File: src/rtl/dot_product_sequencer_pkg.sv
// Shared types and constants for the dot-product sequencer.
package dot_seq_pkg;

  // Job sequencing states.
  typedef enum logic [2:0] {
    IDLE     = 3'd0,
    STREAM   = 3'd1,
    WAIT_RES = 3'd2,
    WRITE    = 3'd3,
    FINISH   = 3'd4
  } state_e;

  // Default number of cycles to wait for the engine before flagging an error.
  localparam int DEFAULT_TIMEOUT = 16;

endpackage

File: src/rtl/dot_product_sequencer_if.sv
// Bus bundle between the sequencer (master) and its environment (slave):
// job control, operand memories, dot-product engine and result memory.
//
// Strobe semantics: every *_en / *_valid signal qualifies its companion
// data for exactly the cycle it is high; there is no backpressure. Operand
// read data returns exactly one cycle after mem_rd_en. start is a request
// pulse only honoured while busy is low.
interface dot_product_sequencer_if
  import dot_seq_pkg::*;
#(
  parameter int DATA_WIDTH     = 8,
  parameter int VECTOR_WIDTH   = 4,
  parameter int ADDR_WIDTH     = 5,
  parameter int RES_ADDR_WIDTH = 3,
  parameter int RESULT_WIDTH   = 2*DATA_WIDTH + $clog2(VECTOR_WIDTH)
);
  // Job control
  logic                      start;
  logic                      abort;
  logic [RES_ADDR_WIDTH:0]   num_vectors;
  logic                      busy;
  logic                      done;
  logic                      error;
  // Operand memories (shared address)
  logic                      mem_rd_en;
  logic [ADDR_WIDTH-1:0]     mem_addr;
  logic [DATA_WIDTH-1:0]     mem1_rdata;
  logic [DATA_WIDTH-1:0]     mem2_rdata;
  // Dot-product engine
  logic                      dp_data_valid;
  logic [DATA_WIDTH-1:0]     dp_mem1;
  logic [DATA_WIDTH-1:0]     dp_mem2;
  logic [RESULT_WIDTH-1:0]   dp_result;
  logic                      dp_result_valid;
  // Result memory
  logic                      res_wr_en;
  logic [RES_ADDR_WIDTH-1:0] res_wr_addr;
  logic [RESULT_WIDTH-1:0]   res_wr_data;
  // Debug view of the sequencer FSM
  state_e                    dbg_state;

  modport master (
    input  start, abort, num_vectors, mem1_rdata, mem2_rdata,
           dp_result, dp_result_valid,
    output busy, done, error, mem_rd_en, mem_addr, dp_data_valid,
           dp_mem1, dp_mem2, res_wr_en, res_wr_addr, res_wr_data, dbg_state
  );

  modport slave (
    output start, abort, num_vectors, mem1_rdata, mem2_rdata,
           dp_result, dp_result_valid,
    input  busy, done, error, mem_rd_en, mem_addr, dp_data_valid,
           dp_mem1, dp_mem2, res_wr_en, res_wr_addr, res_wr_data, dbg_state
  );

endinterface

File: src/rtl/dot_product_sequencer.sv
// Dot-product job sequencer: streams num_vectors operand vectors from two
// memories into an external engine, collects each result into a result
// memory, and guards every engine wait with a timeout.
module dot_product_sequencer
  import dot_seq_pkg::*;
#(
  parameter int DATA_WIDTH     = 8,
  parameter int VECTOR_WIDTH   = 4,
  parameter int ADDR_WIDTH     = 5,
  parameter int RES_ADDR_WIDTH = 3,
  parameter int RESULT_WIDTH   = 2*DATA_WIDTH + $clog2(VECTOR_WIDTH),
  parameter int TIMEOUT        = DEFAULT_TIMEOUT
) (
  input logic                    clk,
  input logic                    rst_n,
  dot_product_sequencer_if.master bus
);

  localparam int EW = (VECTOR_WIDTH > 1) ? $clog2(VECTOR_WIDTH) : 1;
  localparam int TW = $clog2(TIMEOUT + 1);
  localparam int KW = RES_ADDR_WIDTH + 1;

  state_e                  state_q, state_d;
  logic [KW-1:0]           k_q, k_d;         // vector index
  logic [KW-1:0]           nv_q, nv_d;       // vectors in current job
  logic [EW-1:0]           i_q, i_d;         // element index within vector
  logic [TW-1:0]           t_q, t_d;         // WAIT_RES cycle counter
  logic                    err_q, err_d;
  logic                    dv_q, dv_d;
  logic [RESULT_WIDTH-1:0] wdata_q, wdata_d;

  logic                    rd_en;
  logic [ADDR_WIDTH-1:0]   addr;

  assign rd_en = (state_q == STREAM);
  // Address wraps naturally at ADDR_WIDTH bits.
  assign addr  = ADDR_WIDTH'(k_q) * ADDR_WIDTH'(VECTOR_WIDTH) + ADDR_WIDTH'(i_q);

  // State and datapath registers.
  always_ff @(posedge clk) begin
    if (!rst_n) begin
      state_q <= IDLE;
      k_q     <= '0;
      nv_q    <= '0;
      i_q     <= '0;
      t_q     <= '0;
      err_q   <= 1'b0;
      dv_q    <= 1'b0;
      wdata_q <= '0;
    end else begin
      state_q <= state_d;
      k_q     <= k_d;
      nv_q    <= nv_d;
      i_q     <= i_d;
      t_q     <= t_d;
      err_q   <= err_d;
      dv_q    <= dv_d;
      wdata_q <= wdata_d;
    end
  end

  // Next-state logic; abort overrides every non-idle decision.
  always_comb begin
    state_d = state_q;
    k_d     = k_q;
    nv_d    = nv_q;
    i_d     = i_q;
    t_d     = t_q;
    err_d   = err_q;
    wdata_d = wdata_q;
    // Element strobe is the read strobe one stage later, killed on abort.
    dv_d    = rd_en && !bus.abort;

    unique case (state_q)
      IDLE: begin
        if (bus.start) begin
          err_d   = 1'b0;
          k_d     = '0;
          i_d     = '0;
          t_d     = '0;
          nv_d    = bus.num_vectors;
          state_d = (bus.num_vectors != '0) ? STREAM : FINISH;
        end
      end
      STREAM: begin
        if (i_q == EW'(VECTOR_WIDTH - 1)) begin
          i_d     = '0;
          t_d     = '0;
          state_d = WAIT_RES;
        end else begin
          i_d = i_q + 1'b1;
        end
      end
      WAIT_RES: begin
        if (bus.dp_result_valid) begin
          wdata_d = bus.dp_result;
          state_d = WRITE;
        end else if (t_q == TW'(TIMEOUT - 1)) begin
          err_d   = 1'b1;
          state_d = FINISH;
        end else begin
          t_d = t_q + 1'b1;
        end
      end
      WRITE: begin
        if ((k_q + 1'b1) < nv_q) begin
          k_d     = k_q + 1'b1;
          state_d = STREAM;
        end else begin
          state_d = FINISH;
        end
      end
      FINISH:  state_d = IDLE;
      default: state_d = IDLE;
    endcase

    if (bus.abort && (state_q != IDLE)) begin
      state_d = IDLE;
      k_d     = '0;
      i_d     = '0;
      t_d     = '0;
      err_d   = err_q;
    end
  end

  assign bus.busy          = (state_q != IDLE);
  assign bus.done          = (state_q == FINISH);
  assign bus.error         = err_q;
  assign bus.mem_rd_en     = rd_en;
  assign bus.mem_addr      = rd_en ? addr : '0;
  assign bus.dp_data_valid = dv_q;
  assign bus.dp_mem1       = bus.mem1_rdata;
  assign bus.dp_mem2       = bus.mem2_rdata;
  assign bus.res_wr_en     = (state_q == WRITE);
  assign bus.res_wr_addr   = k_q[RES_ADDR_WIDTH-1:0];
  assign bus.res_wr_data   = wdata_q;
  assign bus.dbg_state     = state_q;

endmodule

File: src/flat_wrapper.sv
// flat-port wrapper written by rule: the top's interface ports become plain ports
module dot_product_sequencer_flat import dot_seq_pkg::*;
#(
  parameter int DATA_WIDTH     = 8,
  parameter int VECTOR_WIDTH   = 4,
  parameter int ADDR_WIDTH     = 5,
  parameter int RES_ADDR_WIDTH = 3,
  parameter int RESULT_WIDTH   = 2*DATA_WIDTH + $clog2(VECTOR_WIDTH),
  parameter int TIMEOUT        = DEFAULT_TIMEOUT
)
  (clk, rst_n, bus_start, bus_abort, bus_num_vectors, bus_mem1_rdata, bus_mem2_rdata, bus_dp_result, bus_dp_result_valid, bus_busy, bus_done, bus_error, bus_mem_rd_en, bus_mem_addr, bus_dp_data_valid, bus_dp_mem1, bus_dp_mem2, bus_res_wr_en, bus_res_wr_addr, bus_res_wr_data, bus_dbg_state);
  dot_product_sequencer_if #(.DATA_WIDTH(DATA_WIDTH), .VECTOR_WIDTH(VECTOR_WIDTH), .ADDR_WIDTH(ADDR_WIDTH), .RES_ADDR_WIDTH(RES_ADDR_WIDTH), .RESULT_WIDTH(RESULT_WIDTH)) bus_i ();
  input logic clk;
  input logic rst_n;
  input wire logic [$bits(bus_i.start)-1:0] bus_start;
  input wire logic [$bits(bus_i.abort)-1:0] bus_abort;
  input wire logic [$bits(bus_i.num_vectors)-1:0] bus_num_vectors;
  input wire logic [$bits(bus_i.mem1_rdata)-1:0] bus_mem1_rdata;
  input wire logic [$bits(bus_i.mem2_rdata)-1:0] bus_mem2_rdata;
  input wire logic [$bits(bus_i.dp_result)-1:0] bus_dp_result;
  input wire logic [$bits(bus_i.dp_result_valid)-1:0] bus_dp_result_valid;
  output wire logic [$bits(bus_i.busy)-1:0] bus_busy;
  output wire logic [$bits(bus_i.done)-1:0] bus_done;
  output wire logic [$bits(bus_i.error)-1:0] bus_error;
  output wire logic [$bits(bus_i.mem_rd_en)-1:0] bus_mem_rd_en;
  output wire logic [$bits(bus_i.mem_addr)-1:0] bus_mem_addr;
  output wire logic [$bits(bus_i.dp_data_valid)-1:0] bus_dp_data_valid;
  output wire logic [$bits(bus_i.dp_mem1)-1:0] bus_dp_mem1;
  output wire logic [$bits(bus_i.dp_mem2)-1:0] bus_dp_mem2;
  output wire logic [$bits(bus_i.res_wr_en)-1:0] bus_res_wr_en;
  output wire logic [$bits(bus_i.res_wr_addr)-1:0] bus_res_wr_addr;
  output wire logic [$bits(bus_i.res_wr_data)-1:0] bus_res_wr_data;
  output wire logic [$bits(bus_i.dbg_state)-1:0] bus_dbg_state;
  assign bus_i.start = bus_start;
  assign bus_i.abort = bus_abort;
  assign bus_i.num_vectors = bus_num_vectors;
  assign bus_i.mem1_rdata = bus_mem1_rdata;
  assign bus_i.mem2_rdata = bus_mem2_rdata;
  assign bus_i.dp_result = bus_dp_result;
  assign bus_i.dp_result_valid = bus_dp_result_valid;
  assign bus_busy = bus_i.busy;
  assign bus_done = bus_i.done;
  assign bus_error = bus_i.error;
  assign bus_mem_rd_en = bus_i.mem_rd_en;
  assign bus_mem_addr = bus_i.mem_addr;
  assign bus_dp_data_valid = bus_i.dp_data_valid;
  assign bus_dp_mem1 = bus_i.dp_mem1;
  assign bus_dp_mem2 = bus_i.dp_mem2;
  assign bus_res_wr_en = bus_i.res_wr_en;
  assign bus_res_wr_addr = bus_i.res_wr_addr;
  assign bus_res_wr_data = bus_i.res_wr_data;
  assign bus_dbg_state = bus_i.dbg_state;
  dot_product_sequencer #(.DATA_WIDTH(DATA_WIDTH), .VECTOR_WIDTH(VECTOR_WIDTH), .ADDR_WIDTH(ADDR_WIDTH), .RES_ADDR_WIDTH(RES_ADDR_WIDTH), .RESULT_WIDTH(RESULT_WIDTH), .TIMEOUT(TIMEOUT)) u_core (.clk(clk), .rst_n(rst_n), .bus(bus_i));
endmodule
File: config.mk
export PLATFORM = sky130hd
export DESIGN_NAME = dot_product_sequencer_flat
export DESIGN_NICKNAME = d
export VERILOG_FILES = /design/src/rtl/dot_product_sequencer_pkg.sv /design/src/rtl/dot_product_sequencer_if.sv /design/src/rtl/dot_product_sequencer.sv /design/src/flat_wrapper.sv
export SDC_FILE = /design/constraint.sdc
export NUM_CORES = 1
export LEC_CHECK = 0
export BUFFER_PORTS_ARGS = -buffer_cell sky130_fd_sc_hd__buf_2
export CAP_MARGIN = 20
export CORE_MARGIN = 3
export CORE_UTILIZATION = 50
export CTS_CLUSTER_SIZE = 10
export DETAILED_ROUTE_END_ITERATION = 7
export GPL_TIMING_DRIVEN = 1
export PLACE_DENSITY_LB_ADDON = 0.05
export RECOVER_POWER = 100
export SYNTH_ARGS = -nofsm -noshare
export SYNTH_HDL_FRONTEND = slang
export SYNTH_SLANG_ARGS = --single-unit
File: constraint.sdc
create_clock -name clk -period 2.86 [get_ports clk]
set_input_delay 0.429 -clock clk [delete_from_list [all_inputs] [get_ports clk]]
set_output_delay 0.429 -clock clk [all_outputs]
set_load 0.01 [all_outputs]
==> results.py <==
metrics = {
    "outcome": {
        "status": "finished clean",
    },
    "global_routing": {
        "grt_pass1_vias": 1643,
        "grt_pass1_wl_um": 7420,
        "grt_overflow": 0,
        "grt_antenna_before_repair": 0,
        "grt_start_max_net_pins": 28,
        "grt_usage_pct": 18.1,
    },
    "pwr": {
        "power.density_nw_per_um2": 526,
        "seq_power_share_pct": 45.2,
        "p_leak_nw": 0.862,
        "vdd_drop_max_mv": 0.339,
        "power.share.clock_pct": 46.6,
        "switchingPower_w": 0.000259,
        "power_w": 0.00121,
        "power_frac_comb_pct": 8.2,
        "swShare_pct": 21.4,
        "internal_power_w": 0.000952,
    },
    "finish": {
        "syn2layout_area_growth_pct": 11.1,
        "layout_common_cells": "nand2_1 (45), dfxtp_1 (38), clkbuf_1 (35)",
        "diodes": 0,
        "final_common_cell": "nand2_1",
        "drive_gt1_share_pct": 13.1,
        "final_util_pct": 60.2,
        "nets": 338,
    },
    "synthesis": {
        "ys.flop_type": "dfxtp_1",
        "ys_seq_area_share_pct": 36.7,
        "syn-cell-area_um2": 2070,
        "ys_ff_latch": 38,
        "yosysUniqueCellTypes": 45,
        "yosysWarningCount": 0,
        "synth_edf_count": 0,
        "syn_avg_cell_area_um2": 8.23,
        "async_reset_ff_share_pct": 0,
        "synth_fp_nets": 302,
        "synthCells": 252,
    },
    "placement": {
        "hpwlAfterDp_um": 3200,
        "io_buffers": 61,
        "gp_congestion": 0.835,
    },
    "setup_path": {
        "cp.required_ns": 2.43,
        "path_class": "flop to output port",
        "cp_max_fo": 20,
        "reg2reg_slack_ns": 0.78,
        "cp_data_arrival_time_ns": 1.92,
        "timing.rr.start": "u_core.k_q[0]",
        "path_cells": "or3b_1 > inv_1 > and2_1 > clkbuf_1",
        "reg2regPathDepth": 7,
        "r2r-end": "u_core.bus.dbg_state[0]",
        "slowest_delay_ns": 0.67,
        "crit_path_top_delay_cell": "dfxtp_1",
        "worstSetupEndpointType": "output port",
        "cp-startpoint": "u_core.bus.dbg_state[0]",
        "cp-start-kind": "flop",
    },
    "clocking": {
        "clkSlewWorstSetupHoldPaths_ns": 0.08,
        "postCtsSetupBuffers": 0,
        "clockBufferDepth": 2,
        "htree_num_levels": 2,
        "cts_resized": 0,
        "hold_buffers": 0,
        "cts_sinks": 38,
        "numCtsBuffers": 5,
        "cts_tree": "done",
        "cts_root_buffer": "clkbuf_8",
        "insertion_delay_ns": 0.29,
    },
    "detailed_routing": {
        "remaining_drc_errors": 0,
        "ant_nets": 0,
        "drtIter0Drc": 64,
        "routed-via-count": 1790,
        "vias_per_cell": 5.31,
        "drt_wl_total_um": 4340,
        "routedWlPerCell_um": 12.9,
        "dr.pass1.iters": 4,
    },
    "sta": {
        "timing.final.crit_share_pct": 82.1,
        "finClkSkew_ns": 0.00445,
        "relSlewSlack_pct": 46.7,
        "slew_violations": 0,
        "fin_setup_tns_ns": 0,
        "min_period_ns": 2.35,
        "final_hold_viol_count": 0,
        "final-setup-viol-count": 0,
        "hold_ws_ns": 0.377,
        "rsz0062_at_grt": "no",
        "max_freq_mhz": 426,
        "worst_slew_pin_slew_ns": 0.792,
    },
    "job": {
        "cap_viol_max_count": 0,
    },
    "die": {
        "core_um2": 3830,
        "floorplan.rows": 22,
        "die_width_um": 70.4,
        "die-area_um2": 4960,
        "io_pins": 94,
        "initial_utilization_pct": 54.2,
        "fp.dieH_um": 70.4,
    },
    "min_path": {
        "hold_end": "u_core.bus.res_wr_data[16]",
        "hold_start": "bus_dp_result[16]",
        "hp-class": "input port to flop",
        "hold_depth": 3,
    },
}
## kinds of logic after synthesis
group                    after synthesis  synth area share, %
AO/OA/AOI/OAI                         50                 17.2
XOR/XNOR                               2                0.845
adder cells (fa/ha/maj)                7                 4.22
buffers and inverters                 44                 12.4
flip-flops                            38                 36.7
multiplexers                           5                 2.41
AND/OR/NAND/NOR                      106                 26.2
## worst max path at each step
stage / depth (start not counted) / endpoint / slack (ns)
4_1_cts: 4 / bus_mem_addr[2] / 0.52
3_3_place_gp: 4 / bus_mem_addr[2] / 0.87
6_report: 4 / bus_mem_addr[2] / 0.51
3_5_place_dp: 4 / bus_mem_addr[2] / 0.84
5_1_grt: 4 / bus_mem_addr[1] / 0.35
2_1_floorplan: 8 / u_core.bus.dbg_state[0] / 1.03
## cell usage after synthesis (2+ instances only)
master	n	area (um2)
nor3_1	5	25.0
a21oi_1	10	50.1
a31oi_1	5	31.3
nand3b_1	4	30.0
clkbuf_1	3	11.3
nor2_1	11	41.3
o211ai_1	5	37.5
nor4_1	2	12.5
buf_4	23	173
buf_2	5	25.0
mux2i_1	5	50.1
a21boi_0	17	128
nand3_1	7	35.0
ha_1	7	87.6
or3_1	3	18.8
nor2b_1	5	31.3
o21ai_0	3	15.0
nand2_1	45	169
nand2b_1	4	25.0
dfxtp_1	38	761
inv_1	12	45.0
nand4_1	4	25.0
and2_1	5	31.3
nor3b_1	2	15.0
and3_1	2	12.5
## per-layer routing
| metal | share of wire, % | wire (um) | up-vias | GRT usage (%) |
|---|---|---|---|---|
| met5 | 0 | 0 | - | 0 |
| met4 | 1.6 | 70 | 0 | 7.66 |
| met3 | 6.5 | 281 | 13 | 5.04 |
| met2 | 47 | 2030 | 49 | 29.3 |
| met1 | 45 | 1960 | 808 | 22.4 |
| li1 | - | - | 920 | - |
## worst max-delay path: cells and delay by family, from the launching register on
| kind | cells | cell delay, ns |
|---|---|---|
| buffers and inverters | 2 | 0.30 |
| flip-flops | 1 | 0.67 |
| AND/OR/NAND/NOR | 2 | 0.65 |
## final cells by class
type / instances / area (um2)
Clock inverter: 2 / 60.1
Inverter: 12 / 45.0
Timing Repair Buffer: 61 / 262
Tap cell: 48 / 60.1
Sequential cell: 38 / 761
Fill cell: 382 / 1520
Multi-Input combinational cell: 170 / 1030
Clock buffer: 6 / 82.6
## state kept, by name (all words and copies together), names as in the netlist
register and flops:
u_core.bus.res_wr_data 18, u_core.t_q 5, u_core.k_q 4, u_core.nv_q 4, u_core.bus.dbg_state 3, u_core.i_q 2, u_core.bus.dp_data_valid 1, u_core.bus.error 1
## power groups by stage
| stage | Combinational [W] | Clock (W) | Sequential (W) |
|---|---|---|---|
| finish | 0.0000996 | 0.000564 | 0.000547 |
| global placement | 0.000105 | 0 | 0.000560 |
| CTS | 0.000105 | 0.000577 | 0.000548 |
| floorplan | 0.0000986 | 0 | 0.000553 |
| detailed placement | 0.000105 | 0 | 0.000560 |
| global route | 0.000114 | 0.000601 | 0.000549 |
## metrics by stage
stage	worst slack, ns	cell area (um2)	instances
3_5_place_dp	0.843	2230	329
6_report	0.511	2300	337
5_1_grt	0.346	2300	337
3_3_place_gp	0.872	2230	329
4_1_cts	0.521	2370	337
2_1_floorplan	1.03	2070	252
Power figures use the tool's default switching activity.
